===== src/rtl/trap_sequencer_pkg.sv =====
`default_nettype none
// ============================================================================
// trap_sequencer_pkg : CSR commands/addresses, trap FSM states, mstatus fields
// Revision: 1.0
// ============================================================================
package trap_sequencer_pkg;

   typedef enum logic [2:0] {
      NONE       = 3'd0,
      READ_ONLY  = 3'd1,
      WRITE_ONLY = 3'd2,
      READ_WRITE = 3'd3,
      SET_BITS   = 3'd4,
      CLEAR_BITS = 3'd5
   } csr_command_t;

   localparam logic [11:0] CSR_MSTATUS = 12'h300;
   localparam logic [11:0] CSR_MEPC    = 12'h341;
   localparam logic [11:0] CSR_MCAUSE  = 12'h342;
   localparam logic [11:0] CSR_MTVAL   = 12'h343;

   typedef enum logic [2:0] {
      IDLE       = 3'd0,
      WR_EPC     = 3'd1,
      WR_CAUSE   = 3'd2,
      WR_TVAL    = 3'd3,
      WR_STATUS  = 3'd4,
      RET_STATUS = 3'd5,
      REDIRECT   = 3'd6
   } trap_state_t;

   localparam int MSTATUS_MIE_BIT  = 3;
   localparam int MSTATUS_MPIE_BIT = 7;
   localparam int MSTATUS_MPP_LSB  = 11;

   localparam logic [1:0] MTVEC_MODE_DIRECT   = 2'b00;
   localparam logic [1:0] MTVEC_MODE_VECTORED = 2'b01;

endpackage
`default_nettype wire


===== src/rtl/trap_sequencer_vector_calc.sv =====
`default_nettype none
// ============================================================================
// trap_vector_calc : trap target PC from mtvec (direct / vectored interrupts)
// Revision: 1.0
// ============================================================================
module trap_vector_calc
   import trap_sequencer_pkg::*;
#(
   parameter int XLEN    = 64,
   parameter int MXLEN   = 64,
   parameter int CAUSE_W = 6
) (
   input  logic [MXLEN-1:0]   mtvec_i,
   input  logic [CAUSE_W-1:0] cause_i,
   input  logic               is_interrupt_i,
   output logic [XLEN-1:0]    target_pc_o
);

   logic [XLEN-1:0] base;
   logic [XLEN-1:0] offset;

   assign base   = XLEN'({mtvec_i[MXLEN-1:2], 2'b00});
   assign offset = XLEN'({cause_i, 2'b00});

   // Reserved mode encodings fall back to direct mode
   always_comb begin
      target_pc_o = base;
      if (is_interrupt_i && (mtvec_i[1:0] == MTVEC_MODE_VECTORED)) begin
         target_pc_o = base + offset;
      end
   end

endmodule
`default_nettype wire


===== src/rtl/trap_sequencer.sv =====
`default_nettype none
// ============================================================================
// trap_sequencer : sequences trap/MRET CSR writes and PC redirect, else
//                  passes core CSR accesses through to the CSR write port
// Revision: 1.0
// ============================================================================
module trap_sequencer
   import trap_sequencer_pkg::*;
#(
   parameter int XLEN    = 64,
   parameter int MXLEN   = 64,
   parameter int CAUSE_W = 6
) (
   input  logic               clock_i,
   input  logic               reset_i,
   input  logic               exception_valid_i,
   input  logic [CAUSE_W-1:0] exception_cause_i,
   input  logic [XLEN-1:0]    exception_pc_i,
   input  logic [MXLEN-1:0]   exception_tval_i,
   input  logic               interrupt_valid_i,
   input  logic [CAUSE_W-1:0] interrupt_cause_i,
   input  logic [XLEN-1:0]    interrupt_pc_i,
   input  logic               mret_i,
   input  logic [MXLEN-1:0]   mstatus_i,
   input  logic [MXLEN-1:0]   mtvec_i,
   input  logic [MXLEN-1:0]   mepc_i,
   input  logic [11:0]        core_csr_address_i,
   input  csr_command_t       core_csr_command_i,
   input  logic [MXLEN-1:0]   core_csr_write_data_i,
   output logic               core_csr_stall_o,
   output logic [11:0]        csr_address_o,
   output csr_command_t       csr_command_o,
   output logic [MXLEN-1:0]   csr_write_data_o,
   output logic               busy_o,
   output logic               redirect_valid_o,
   output logic [XLEN-1:0]    redirect_pc_o
);

   trap_state_t        state_q, state_d;
   logic [XLEN-1:0]    pc_q, pc_d;
   logic [CAUSE_W-1:0] cause_q, cause_d;
   logic [MXLEN-1:0]   tval_q, tval_d;
   logic               irq_q, irq_d;
   logic               mie_q, mie_d;
   logic [XLEN-1:0]    redirect_pc_q, redirect_pc_d;

   logic               idle;
   logic               irq_enabled;
   logic               take_exc;
   logic               take_irq;
   logic               take_mret;
   logic               accept;
   logic               core_active;
   logic [XLEN-1:0]    trap_target;
   logic [MXLEN-1:0]   epc_word;
   logic [MXLEN-1:0]   cause_word;
   logic [MXLEN-1:0]   status_trap;
   logic [MXLEN-1:0]   status_ret;

   // Events are only considered in IDLE, one per cycle, highest priority wins
   assign idle        = (state_q == IDLE) && !reset_i;
   assign irq_enabled = interrupt_valid_i && mstatus_i[MSTATUS_MIE_BIT];
   assign take_exc    = idle && exception_valid_i;
   assign take_irq    = idle && !exception_valid_i && irq_enabled;
   assign take_mret   = idle && !exception_valid_i && !irq_enabled && mret_i;
   assign accept      = take_exc || take_irq || take_mret;
   assign core_active = (core_csr_command_i != NONE);

   assign epc_word   = MXLEN'({pc_q[XLEN-1:2], 2'b00});
   assign cause_word = {irq_q, (MXLEN-1)'(cause_q)};

   always_comb begin
      status_trap                              = mstatus_i;
      status_trap[MSTATUS_MPIE_BIT]            = mie_q;
      status_trap[MSTATUS_MIE_BIT]             = 1'b0;
      status_trap[MSTATUS_MPP_LSB +: 2]        = 2'b11;
      status_ret                               = mstatus_i;
      status_ret[MSTATUS_MIE_BIT]              = mstatus_i[MSTATUS_MPIE_BIT];
      status_ret[MSTATUS_MPIE_BIT]             = 1'b1;
      status_ret[MSTATUS_MPP_LSB +: 2]         = 2'b11;
   end

   trap_vector_calc #(
      .XLEN    (XLEN),
      .MXLEN   (MXLEN),
      .CAUSE_W (CAUSE_W)
   ) u_vector_calc (
      .mtvec_i        (mtvec_i),
      .cause_i        (cause_q),
      .is_interrupt_i (irq_q),
      .target_pc_o    (trap_target)
   );

   always_comb begin
      state_d          = state_q;
      pc_d             = pc_q;
      cause_d          = cause_q;
      tval_d           = tval_q;
      irq_d            = irq_q;
      mie_d            = mie_q;
      redirect_pc_d    = redirect_pc_q;
      csr_address_o    = '0;
      csr_command_o    = NONE;
      csr_write_data_o = '0;
      busy_o           = (state_q != IDLE);
      core_csr_stall_o = (state_q != IDLE) && core_active;
      redirect_valid_o = 1'b0;

      case (state_q)
         IDLE: begin
            if (accept) begin
               busy_o           = 1'b1;
               core_csr_stall_o = core_active;
               mie_d            = mstatus_i[MSTATUS_MIE_BIT];
               irq_d            = take_irq;
               state_d          = take_mret ? RET_STATUS : WR_EPC;
               if (take_exc) begin
                  pc_d    = exception_pc_i;
                  cause_d = exception_cause_i;
                  tval_d  = exception_tval_i;
               end else if (take_irq) begin
                  pc_d    = interrupt_pc_i;
                  cause_d = interrupt_cause_i;
                  tval_d  = '0;
               end
            end else begin
               csr_address_o    = core_csr_address_i;
               csr_command_o    = core_csr_command_i;
               csr_write_data_o = core_csr_write_data_i;
            end
         end
         WR_EPC: begin
            csr_address_o    = CSR_MEPC;
            csr_command_o    = WRITE_ONLY;
            csr_write_data_o = epc_word;
            state_d          = WR_CAUSE;
         end
         WR_CAUSE: begin
            csr_address_o    = CSR_MCAUSE;
            csr_command_o    = WRITE_ONLY;
            csr_write_data_o = cause_word;
            state_d          = WR_TVAL;
         end
         WR_TVAL: begin
            csr_address_o    = CSR_MTVAL;
            csr_command_o    = WRITE_ONLY;
            csr_write_data_o = tval_q;
            state_d          = WR_STATUS;
         end
         WR_STATUS: begin
            csr_address_o    = CSR_MSTATUS;
            csr_command_o    = WRITE_ONLY;
            csr_write_data_o = status_trap;
            redirect_pc_d    = trap_target;
            state_d          = REDIRECT;
         end
         RET_STATUS: begin
            csr_address_o    = CSR_MSTATUS;
            csr_command_o    = WRITE_ONLY;
            csr_write_data_o = status_ret;
            redirect_pc_d    = XLEN'(mepc_i);
            state_d          = REDIRECT;
         end
         REDIRECT: begin
            redirect_valid_o = 1'b1;
            state_d          = IDLE;
         end
         default: begin
            state_d = IDLE;
         end
      endcase

      // A reset cycle must not leak a write or redirect from an aborted sequence
      if (reset_i) begin
         csr_address_o    = '0;
         csr_command_o    = NONE;
         csr_write_data_o = '0;
         busy_o           = 1'b0;
         core_csr_stall_o = 1'b0;
         redirect_valid_o = 1'b0;
      end
   end

   assign redirect_pc_o = redirect_pc_q;

   always_ff @(posedge clock_i) begin
      if (reset_i) begin
         state_q       <= IDLE;
         pc_q          <= '0;
         cause_q       <= '0;
         tval_q        <= '0;
         irq_q         <= 1'b0;
         mie_q         <= 1'b0;
         redirect_pc_q <= '0;
      end else begin
         state_q       <= state_d;
         pc_q          <= pc_d;
         cause_q       <= cause_d;
         tval_q        <= tval_d;
         irq_q         <= irq_d;
         mie_q         <= mie_d;
         redirect_pc_q <= redirect_pc_d;
      end
   end

endmodule
`default_nettype wire


===== config.mk =====
export PLATFORM = sky130hd
export DESIGN_NAME = trap_sequencer
export DESIGN_NICKNAME = d
export VERILOG_FILES = /design/src/rtl/trap_sequencer_pkg.sv /design/src/rtl/trap_sequencer_vector_calc.sv /design/src/rtl/trap_sequencer.sv
export SDC_FILE = /design/constraint.sdc
export NUM_CORES = 1
export LEC_CHECK = 0
export BUFFER_PORTS_ARGS = -buffer_cell sky130_fd_sc_hd__buf_2
export CORE_AREA = 2 2 240 242
export CTS_CLUSTER_SIZE = 28
export DETAILED_ROUTE_END_ITERATION = 8
export DIE_AREA = 0 0 242 244
export GPL_ROUTABILITY_DRIVEN = 0
export PLACE_DENSITY = 0.48
export SYNTH_ARGS = -nofsm -noshare
export SYNTH_HDL_FRONTEND = slang
export SYNTH_SLANG_ARGS = --single-unit

===== constraint.sdc =====
create_clock -name clock_i -period 7.4 [get_ports clock_i]
set_clock_uncertainty 0.15 [all_clocks]
set_input_delay 1.11 -clock clock_i [delete_from_list [all_inputs] [get_ports clock_i]]
set_output_delay 1.11 -clock clock_i [all_outputs]
set_load 0.01 [all_outputs]

==> out/results.tsv, run 1 <==
stage	metric	value	unit
timing	unrepaired setup endpoints after global routing	false	
logic_synthesis	Avg Cell Area, Syn	8.21	um2
timing	Slew headroom	36.0	%
cts	hold-fix buffers at CTS	0	
logic_synthesis	warnings from Yosys	0	
worst_setup_path	type of the worst setup path	flop to output pin	
place	IO buf count	619	
worst_hold_path	WHS Endpoint	redirect_pc_o[29]	
cts	clock buffer count from CTS	26	
pwr	Sw Pwr	1.91	mW
worst_setup_path	startpoint types	flop	
worst_setup_path	arrival time at the worst endpoint	4.24	ns
worst_hold_path	Hold Crit Depth	2	
final_layout	synth-to-layout area growth	40.9	%
logic_synthesis	post-synthesis register bit count	201	
route	vias post-DR	13063	
route	DRC violation count after routing	0	
die	die width	242	um
logic_synthesis	Synth async-reset ratio	0	%
timing	final worst path period need	5.50	ns
die	total die area	0.0590	mm2
pwr	worst vdd ir	0.163	mV
route	routed len/inst	21.6	um
pwr	combinational power share	41.3	%
global_routing	largest net degree at the start of global routing	85	
pwr	power consumption	4.70	mW
cts	Clk Latency, worst-skew pair	0.58	ns
worst_setup_path	Setup crit start	state_q[1]	
timing	Min Hold Slack	0.290	ns
cts	setup bufs post-CTS	0	
pwr	Pleak	6.76	nW
timing	fmax	182	MHz
die	Core ar.	0.0562	mm2
worst_setup_path	FF-to-FF Start	state_q[1]	
worst_setup_path	FF-to-FF path depth	6	
pwr	Clock power frac	27.9	%
cts	post_cts resized	0	
die	Initial Util	20.1	%
global_routing	All-Layer GR Usage	18.6	%
global_routing	Remaining Overflow, GRT	0	
timing	Final Cycle Share	74.3	%
logic_synthesis	Post-Syn Nets	1865	
logic_synthesis	number of library cell types mapped by synthesis	55	
global_routing	first-pass GRT wire length	83500	um
final_layout	nets	2406	
timing	Setup violations, final	0	
timing	Final TNS setup	0	ns
pwr	Switching Fraction	40.6	%
pwr	Power Density	295	mW/mm2
cts	H-tree levels	1	
route	initial DRC count	558	
place	Detailed Place HPWL	44800	um
timing	worst slew pin tran	0.961	ns
route	antenna-violating nets left	0	
timing	Final Hold Fails	0	
global_routing	initial antenna violation count	18	
timing	Final Max Slew Viols	0	
die	Die Height	244	um
logic_synthesis	Syn Inst Count	1378	
cts	CTS tree	yes	
logic_synthesis	Syn Std Cell Area	0.0113	mm2
status	status	complete, no violations	
worst_setup_path	CP required	6.14	ns
worst_hold_path	HP Start	redirect_pc_o[29]	
cts	clock root cell	clkbuf_16	
cts	clk slew on worst S/H paths	0.06	ns
worst_setup_path	CP endpoint kind	output pin	
final_layout	# fillers	6223	
flow_run	MaxCap Viol Count	0	
cts	clk sinks	201	
worst_setup_path	reg2reg end	redirect_pc_o[36]	
pwr	Seq pwr share	30.9	%
worst_setup_path	R2R Setup Slk	3.60	ns
logic_synthesis	Post-synth EDFFs	0	
pwr	internal power	2.79	mW
die	I/O Pins	626	
final_layout	ratio of cells with drive above 1 in the final layout	37.2	%
global_routing	vias in the first global route	12773	
logic_synthesis	top_reg_cell synth	dfxtp_1	
logic_synthesis	register area share after synthesis	35.6	%
die	Site Rows	87	
route	drt pass-1 iters	7	
worst_hold_path	HP Class	flop to flop	
cts	largest buffer count on any clock path	3	
worst_setup_path	Worst Path Max Fanout	66	
route	number of vias per cell	4.84	
route	wirelength, routed	58400	um
## cells by family (layout without fill, tap and decap cells)
group | after synthesis | after routing | share of synthesized area, %
and+or+nand+nor | 478 | 478 | 19.4
AOI/OAI and AO/OA | 358 | 358 | 22.6
DFF | 201 | 201 | 35.6
buffers and inverters | 141 | 701 | 5.08
muxes | 135 | 135 | 12.0
xor gates and xnor gates | 58 | 58 | 4.49
adders and majority gates | 7 | 7 | 0.841
other | 0 | 7 | 0
## placed cells by master, fill, tap and decap left out, types with 16 or more instances in the layout
cell type	n
o22ai_1	20
a22oi_1	97
a221oi_1	61
o21ai_0	41
a21oi_1	43
nand2_1	50
and3_1	36
dfxtp_1	199
mux2i_1	128
nor2_1	284
nand3_1	26
buf_4	17
buf_2	618
nor3_1	27
clkbuf_16	26
xnor2_1	51
inv_1	16
a211oi_1	70
## synth_stat cells, drive strengths merged (2+ instances only)
master | count | area share [%]
a21o | 2 | 0.13
dfxtp | 201 | 36
buf | 39 | 1.7
mux2i | 128 | 11
nor4 | 11 | 1.2
a21oi | 43 | 1.9
o22ai | 20 | 1.1
nor3 | 32 | 1.6
nand2b | 4 | 0.22
o21ai | 44 | 1.9
o221ai | 3 | 0.34
a22oi | 97 | 6.4
and2 | 2 | 0.11
a222oi | 2 | 0.18
xnor2 | 51 | 3.9
or3 | 3 | 0.17
nand2 | 52 | 1.7
clkbuf | 85 | 2.8
ha | 6 | 0.66
xor2 | 7 | 0.54
nor2b | 4 | 0.22
and4 | 3 | 0.23
a221oi | 62 | 4.9
a31oi | 3 | 0.17
nand3 | 29 | 1.4
o21a | 2 | 0.13
o211ai | 4 | 0.27
inv | 16 | 0.53
nand4 | 13 | 0.83
mux2 | 7 | 0.70
a211oi | 70 | 4.6
and3 | 36 | 2.0
nor2 | 286 | 9.5
## cell type report
class	instances	area [um2]	area share, %
tap	756	946	5.93
clock buffer	37	772	4.84
multi-input combinational	1036	6760	42.4
sequential	201	4030	25.3
timing repair buffer	637	3250	20.4
clock inverter	10	106	0.667
antenna	7	17.5	0.110
inverter	17	63.8	0.400
## power groups by stage
stage	Sequential [mW]	Clock [mW]	Combinational [mW]
after floorplan	1.40	0	1.23
after global placement	1.47	0	1.95
after detailed placement	1.47	0	1.97
after CTS	1.45	1.35	1.98
after global routing	1.47	1.39	2.13
final	1.45	1.31	1.94
## worst max-delay path, cell delays in order, from the launching register on
cell and delay [ns]:
dfxtp_4 0.51, nor4_4 0.76, nand2_1 0.67, and2_2 0.52, buf_4 0.32, a221oi_1 0.40, nor2_1 0.13, buf_2 0.21
## sequential cells by signal, summed over array words and instances (netlist names)
register and flops:
cause_q 6, irq_q 1, mie_q 1, pc_q 62, redirect_pc_o 64, state_q 3
tval_q 64
## through the flow
step / cell area [um2] / instances / setup slack (ns) / utilization, %
after CTS: 15900 / 2694 / 1.80 / 28.4
after detailed placement: 15000 / 2647 / 1.89 / 26.8
after global routing: 15900 / 2699 / 1.71 / 28.4
after global placement: 15000 / 2647 / 1.98 / 26.8
after floorplan: 11300 / 1378 / 3.67 / -
final: 15900 / 2701 / 1.90 / 28.4
## layer usage
layer / vias up / track usage, % / routed length, um
met5: - / 0 / 39
met4: 6 / 6.19 / 2060
met3: 81 / 3.94 / 4010
met2: 588 / 33.5 / 28900
met1: 6253 / 21.9 / 23300
li1: 6135 / - / -
## worst max-delay path by stage
stage	slack, ns	end	cells after the start
after global placement	1.98	csr_write_data_o[34]	8
after detailed placement	1.89	csr_write_data_o[34]	8
after global routing	1.71	csr_write_data_o[34]	7
after floorplan	3.67	core_csr_stall_o	8
final	1.90	csr_write_data_o[34]	7
after CTS	1.80	csr_write_data_o[34]	7
Power figures use the tool's default switching activity.
==> run 2: changes to the inputs <==
CORE_AREA = 2 2 243 245   (was 2 2 240 242)
DIE_AREA = 0 0 245 247   (was 0 0 242 244)
clock period = 5.3 ns   (was 7.4 ns; I/O delays follow)
==> out/results.tsv, run 2 (synthesized netlist as in run 1, its figures left out) <==
stage	metric	value	unit	change
route	drt pass-1 iters	7		unchanged
timing	final worst path period need	4.48	ns	
route	antenna-violating nets left	0		unchanged
worst_setup_path	arrival time at the worst endpoint	3.54	ns	-0.70 ns
cts	post_cts resized	0		unchanged
global_routing	All-Layer GR Usage	18.4	%	-0.26 points
cts	CTS tree	yes		
timing	Final Max Slew Viols	0		unchanged
worst_setup_path	CP endpoint kind	output pin		
route	initial DRC count	612		+9.7%
place	DP Cell Count	2670		+0.87%
timing	fmax	223	MHz	
cts	setup bufs post-CTS	0		unchanged
place	Detailed Place HPWL	44100	um	-1.5%
final_layout	post-route insts no fill	2713		+0.44%
worst_setup_path	Slowest cell on crit path	dfxtp_2		
timing	Final Hold Fails	0		unchanged
place	IO buf count	619		unchanged
flow_run	MaxCap Viol Count	0		unchanged
worst_setup_path	CP required	4.36	ns	-1.78 ns
cts	clock buffer count from CTS	25		-3.8%
cts	hold-fix buffers at CTS	0		unchanged
route	DRC violation count after routing	0		unchanged
global_routing	Remaining Overflow, GRT	0		unchanged
worst_hold_path	HP Start	redirect_pc_o[29]		
cts	H-tree levels	1		unchanged
timing	Setup violations, final	0		unchanged
pwr	combinational power share	42.9	%	+1.6 points
global_routing	vias in the first global route	12726		-0.37%
worst_setup_path	FF-to-FF Start	irq_q		
final_layout	# fillers	6445		+3.6%
cts	Clk Latency, worst-skew pair	0.55	ns	-0.03 ns
final_layout	commonest non-fill, non-tap cell in the layout	buf_2		
cts	clock root cell	clkbuf_16		
final_layout	Multi-input gate area	0.00676	mm2	about the same
worst_setup_path	type of the worst setup path	flop to output pin		
pwr	Sw Pwr	2.68	mW	+41%
pwr	Clock power frac	25.9	%	-2.0 points
worst_setup_path	startpoint types	flop		
global_routing	first-pass GRT wire length	83400	um	-0.12%
final_layout	commonest cells after routing, fill and taps aside	buf_2, nor2_1, dfxtp_1		
global_routing	largest net degree at the start of global routing	137		+61%
timing	worst slew pin tran	0.933	ns	-0.0275 ns
status	status	complete, no violations		
die	I/O Pins	626		unchanged
worst_setup_path	cell mode on critical path	buf_4		
cts	clk sinks	201		unchanged
route	wirelength, routed	58800	um	+0.72%
timing	unrepaired setup endpoints after global routing	false		
die	total die area	0.0605	mm2	+2.5%
worst_setup_path	worst stage delay on the critical path	0.73	ns	-0.03 ns
die	Initial Util	19.4	%	-0.72 points
timing	Slew headroom	37.8	%	+1.8 points
route	vias post-DR	13006		-0.44%
pwr	Switching Fraction	41.1	%	+0.51 points
worst_setup_path	Setup crit start	state_q[0]		
final_layout	FF/Latch Area	0.00403	mm2	unchanged
die	Site Rows	89		+2.3%
timing	Final TNS setup	0	ns	unchanged
pwr	worst vdd ir	0.213	mV	+31%
die	Core ar.	0.0582	mm2	+3.7%
final_layout	ratio of cells with drive above 1 in the final layout	37.0	%	-0.15 points
worst_hold_path	HP Class	flop to flop		
cts	largest buffer count on any clock path	3		unchanged
cts	clk slew on worst S/H paths	0.06	ns	about the same
die	die width	245	um	+1.2%
final_layout	synth-to-layout area growth	40.7	%	
die	Die Height	247	um	+1.2%
global_routing	initial antenna violation count	5		-13
final_layout	nets	2411		+0.21%
route	number of vias per cell	4.79		-0.88%
pwr	Pleak	6.75	nW	-0.26%
worst_setup_path	Worst Path Max Fanout	39		-41%
route	routed len/inst	21.7	um	+0.27%
worst_setup_path	critical path cell sequence	nor4_4 -> buf_4 -> nand2_1 -> buf_4 -> and2_4 -> buf_4 -> a221oi_1 -> nor2_1 -> buf_2		
pwr	Power Density	410	mW/mm2	+39%
pwr	internal power	3.84	mW	+38%
pwr	Seq pwr share	31.2	%	+0.3 points
timing	Final Cycle Share	84.5	%	
run 2: cell count changes in the layout (fill, tap and decap cells not counted):
cell       previous run  this run
inv_6                 0         1
clkinv_16             1         0
diode_2               7         2
buf_4                17        21
clkbuf_16            26        25
clkinv_2              6         2
and2_4                0         1
clkbuf_1              3         6
clkinv_4              1         0
buf_12                1         3
and2_2                2         1
clkbuf_8              8         5
run 2: path summary, 6_finish.rpt:
| check | endpoint | slack (ns) | depth (start not counted) |
|---|---|---|---|
| worst max register to register | redirect_pc_o[38] | 1.81 | 6 |
| worst max-delay path | csr_write_data_o[41] | 0.82 | 9 |
| worst min-delay path | redirect_pc_o[29] | 0.29 | 2 |
| worst min register to register | redirect_pc_o[29] | 0.29 | 2 |
run 2: cell type report:
type / instances / share of cell area [%]
inverters: 17 / 0.401
well taps: 773 / 6.08
multi-input cells: 1036 / 42.5
clock inverters: 5 / 0.354
diodes: 2 / 0.0314
flip-flops and latches: 201 / 25.3
repair buffers: 643 / 20.9
clock buffers: 36 / 4.50
run 2: critical path, delay by kind of cell (launching register included):
kind / cells / cell delay [ns]
AOI/OAI and AO/OA: 1 / 0.22
buffers and inverters: 4 / 1.08
DFF: 1 / 0.73
and+or+nand+nor: 4 / 0.89
run 2: power groups by stage:
stage                     logic [mW]  clock network [mW]  registers, mW
after floorplan                 1.71                   0           1.96
after global placement          2.80                   0           2.07
after detailed placement        2.84                   0           2.08
after CTS                       2.84                1.74           2.05
after global routing            3.06                1.80           2.08
final                           2.80                1.69           2.04
run 2: per-layer routing:
metal | wire length (um) | GRT usage, %
met1 | 23800 | 22.0
met5 | 55 | 0
met2 | 28800 | 32.8
met3 | 4350 | 3.92
met4 | 1760 | 5.42
run 2: stage by stage:
step | cell area [um2] | worst slack [ns] | hold slack (ns) | utilization, % | total power [mW]
CTS | 15900 | 0.715 | 0.285 | 27.3 | 6.64
detailed placement | 15100 | 1.06 | 0.276 | 26.0 | 4.92
finish | 15900 | 0.819 | 0.286 | 27.3 | 6.52
floorplan | 11300 | 2.20 | 0.308 | - | 3.67
global route | 15900 | 0.630 | 0.306 | 27.3 | 6.95
global placement | 15100 | 1.14 | 0.271 | 26.0 | 4.88
==> run 3: changes to the inputs <==
clock period = 4.15 ns   (was 5.3 ns; I/O delays follow)
==> out/results.tsv, run 3 (synthesized netlist as in run 1, its figures left out) <==
stage	metric	value	unit	change
final_layout	post-route insts no fill	2732		+0.70%
route	vias post-DR	13094		+0.68%
final_layout	ratio of cells with drive above 1 in the final layout	37.6	%	+0.51 points
timing	Setup violations, final	0		unchanged
timing	Final TNS setup	0	ns	unchanged
route	initial DRC count	676		+10%
timing	Slew headroom	34.1	%	-3.7 points
flow_run	MaxCap Viol Count	0		unchanged
cts	largest buffer count on any clock path	3		unchanged
route	number of vias per cell	4.79		about the same
worst_hold_path	HP Start	mepc_i[30]		
timing	Final Hold Fails	0		unchanged
worst_setup_path	arrival time at the worst endpoint	3.02	ns	-0.52 ns
worst_setup_path	FF-to-FF Start	cause_q[4]		
worst_setup_path	CP endpoint kind	output pin		
route	antenna-violating nets left	0		unchanged
global_routing	initial antenna violation count	12		+7
final_layout	design area	0.0161	mm2	+1.2%
timing	worst slew pin tran	0.989	ns	+0.0559 ns
cts	hold-fix buffers at CTS	0		unchanged
final_layout	nets	2426		+0.62%
route	met2 WL	29500	um	+2.4%
worst_setup_path	CP required	3.38	ns	-0.98 ns
final_layout	commonest cells after routing, fill and taps aside	buf_2, nor2_1, dfxtp_1		
die	total die area	0.0605	mm2	unchanged
final_layout	synth-to-layout area growth	42.4	%	
global_routing	Remaining Overflow, GRT	0		unchanged
global_routing	vias in the first global route	12893		+1.3%
cts	H-tree levels	1		unchanged
timing	fmax	264	MHz	
die	Initial Util	19.4	%	unchanged
place	Detailed Place HPWL	44800	um	+1.7%
cts	clk sinks	201		unchanged
route	DR top layer	met5		
worst_setup_path	type of the worst setup path	flop to output pin		
cts	Clk Latency, worst-skew pair	0.57	ns	+0.02 ns
route	wirelength, routed	58800	um	about the same
worst_setup_path	startpoint types	flop		
cts	clk slew on worst S/H paths	0.06	ns	about the same
pwr	power consumption	8.56	mW	+31%
place	IO buf count	619		unchanged
worst_setup_path	Worst Path Max Fanout	45		+15%
global_routing	first-pass GRT wire length	83700	um	+0.36%
pwr	Pleak	6.85	nW	+1.6%
final_layout	# fillers	6419		-0.40%
timing	final worst path period need	3.79	ns	
route	routed len/inst	21.5	um	-0.66%
place	DP Cell Count	2684		+0.52%
status	status	complete, no violations		
cts	CTS tree	yes		
die	die width	245	um	unchanged
timing	min setup slack post-route	0.360	ns	-0.459 ns
route	drt pass-1 iters	7		unchanged
die	Site Rows	89		unchanged
global_routing	All-Layer GR Usage	18.4	%	+0.064 points
cts	clock buffer count from CTS	26		+4.0%
place	pre-CTS setup slack	0.720	ns	-0.341 ns
die	I/O Pins	626		unchanged
final_layout	commonest non-fill, non-tap cell in the layout	buf_2		
die	Die Height	247	um	unchanged
die	Core ar.	0.0582	mm2	unchanged
timing	Final Cycle Share	91.3	%	
global_routing	largest net degree at the start of global routing	71		-48%
pwr	Power Density	531	mW/mm2	+30%
route	met3 wire len	4340	um	-0.32%
cts	clock root cell	clkbuf_16		
route	met1 WL	23500	um	-1.3%
pwr	worst vdd ir	0.298	mV	+40%
worst_setup_path	Setup crit start	state_q[1]		
timing	unrepaired setup endpoints after global routing	false		
place	Area after DPL	0.0152	mm2	+0.69%
route	DRC violation count after routing	0		unchanged
worst_hold_path	HP Class	primary input to flop		
timing	Final Max Slew Viols	0		unchanged
-- run 3: cell count changes in the layout (fill, tap and decap cells not counted) --
| cell | change |
|---|---|
| inv_6 | -1 |
| clkbuf_16 | +2 |
| inv_4 | +1 |
| clkinv_2 | +2 |
| nand2_4 | -1 |
| clkinvlp_4 | -1 |
| clkbuf_1 | +2 |
| clkbuf_8 | -1 |
| nand2_8 | +1 |
| bufinv_16 | +1 |
| buf_4 | +14 |
-- run 3: area by class of cell --
class / count / area [um2] / share of cell area, %
diodes: 2 / 5.00 / 0.0311
clock inverters: 7 / 86.3 / 0.536
well taps: 773 / 967 / 6.00
inverters: 17 / 63.8 / 0.396
multi-input cells: 1036 / 6770 / 42.0
clock buffers: 39 / 761 / 4.72
flip-flops and latches: 201 / 4030 / 25.0
repair buffers: 657 / 3430 / 21.3
-- run 3: where the power goes --
part           switching (mW)  total (mW)  internal, mW
Sequential              0.305        2.59          2.28
Clock                   0.945        2.32          1.38
Combinational            2.21        3.65          1.43
-- run 3: final timing paths --
path | slack, ns | cells past startpoint | to
max reg2reg | 1.08 | 8 | redirect_pc_o[54]
min reg2reg | 0.28 | 2 | redirect_pc_o[29]
min | 0.12 | 3 | redirect_pc_o[30]
max | 0.36 | 6 | csr_write_data_o[38]
-- run 3: metrics by stage --
step                util [%]  hold WS, ns
finish                  27.7        0.124
global route            27.7        0.110
CTS                     27.6       0.0974
detailed placement      26.2        0.276
global placement        26.2        0.271
floorplan                  -        0.308
-- run 3: worst max-delay path, cell delays in order (launching register included) --
cell and delay, ns:
dfxtp_4 0.57, buf_4 0.53, nand2_1 0.29, nand2_8 0.40, buf_4 0.38, nor2_1 0.10, buf_2 0.15
-- run 3: layer usage --
| layer | up-vias | track usage [%] |
|---|---|---|
| met5 | - | 0 |
| met4 | 10 | 4.77 |
| met3 | 69 | 4.11 |
| met2 | 590 | 33.6 |
| met1 | 6238 | 21.6 |
| li1 | 6187 | - |
-- run 3: timing repair --
action | 4_1_cts | 5_1_grt
gates resized for setup | 0 | 1
hold endpoints to repair | 0 | 0
setup endpoints to repair | 0 | 8
setup buffers | 0 | 0
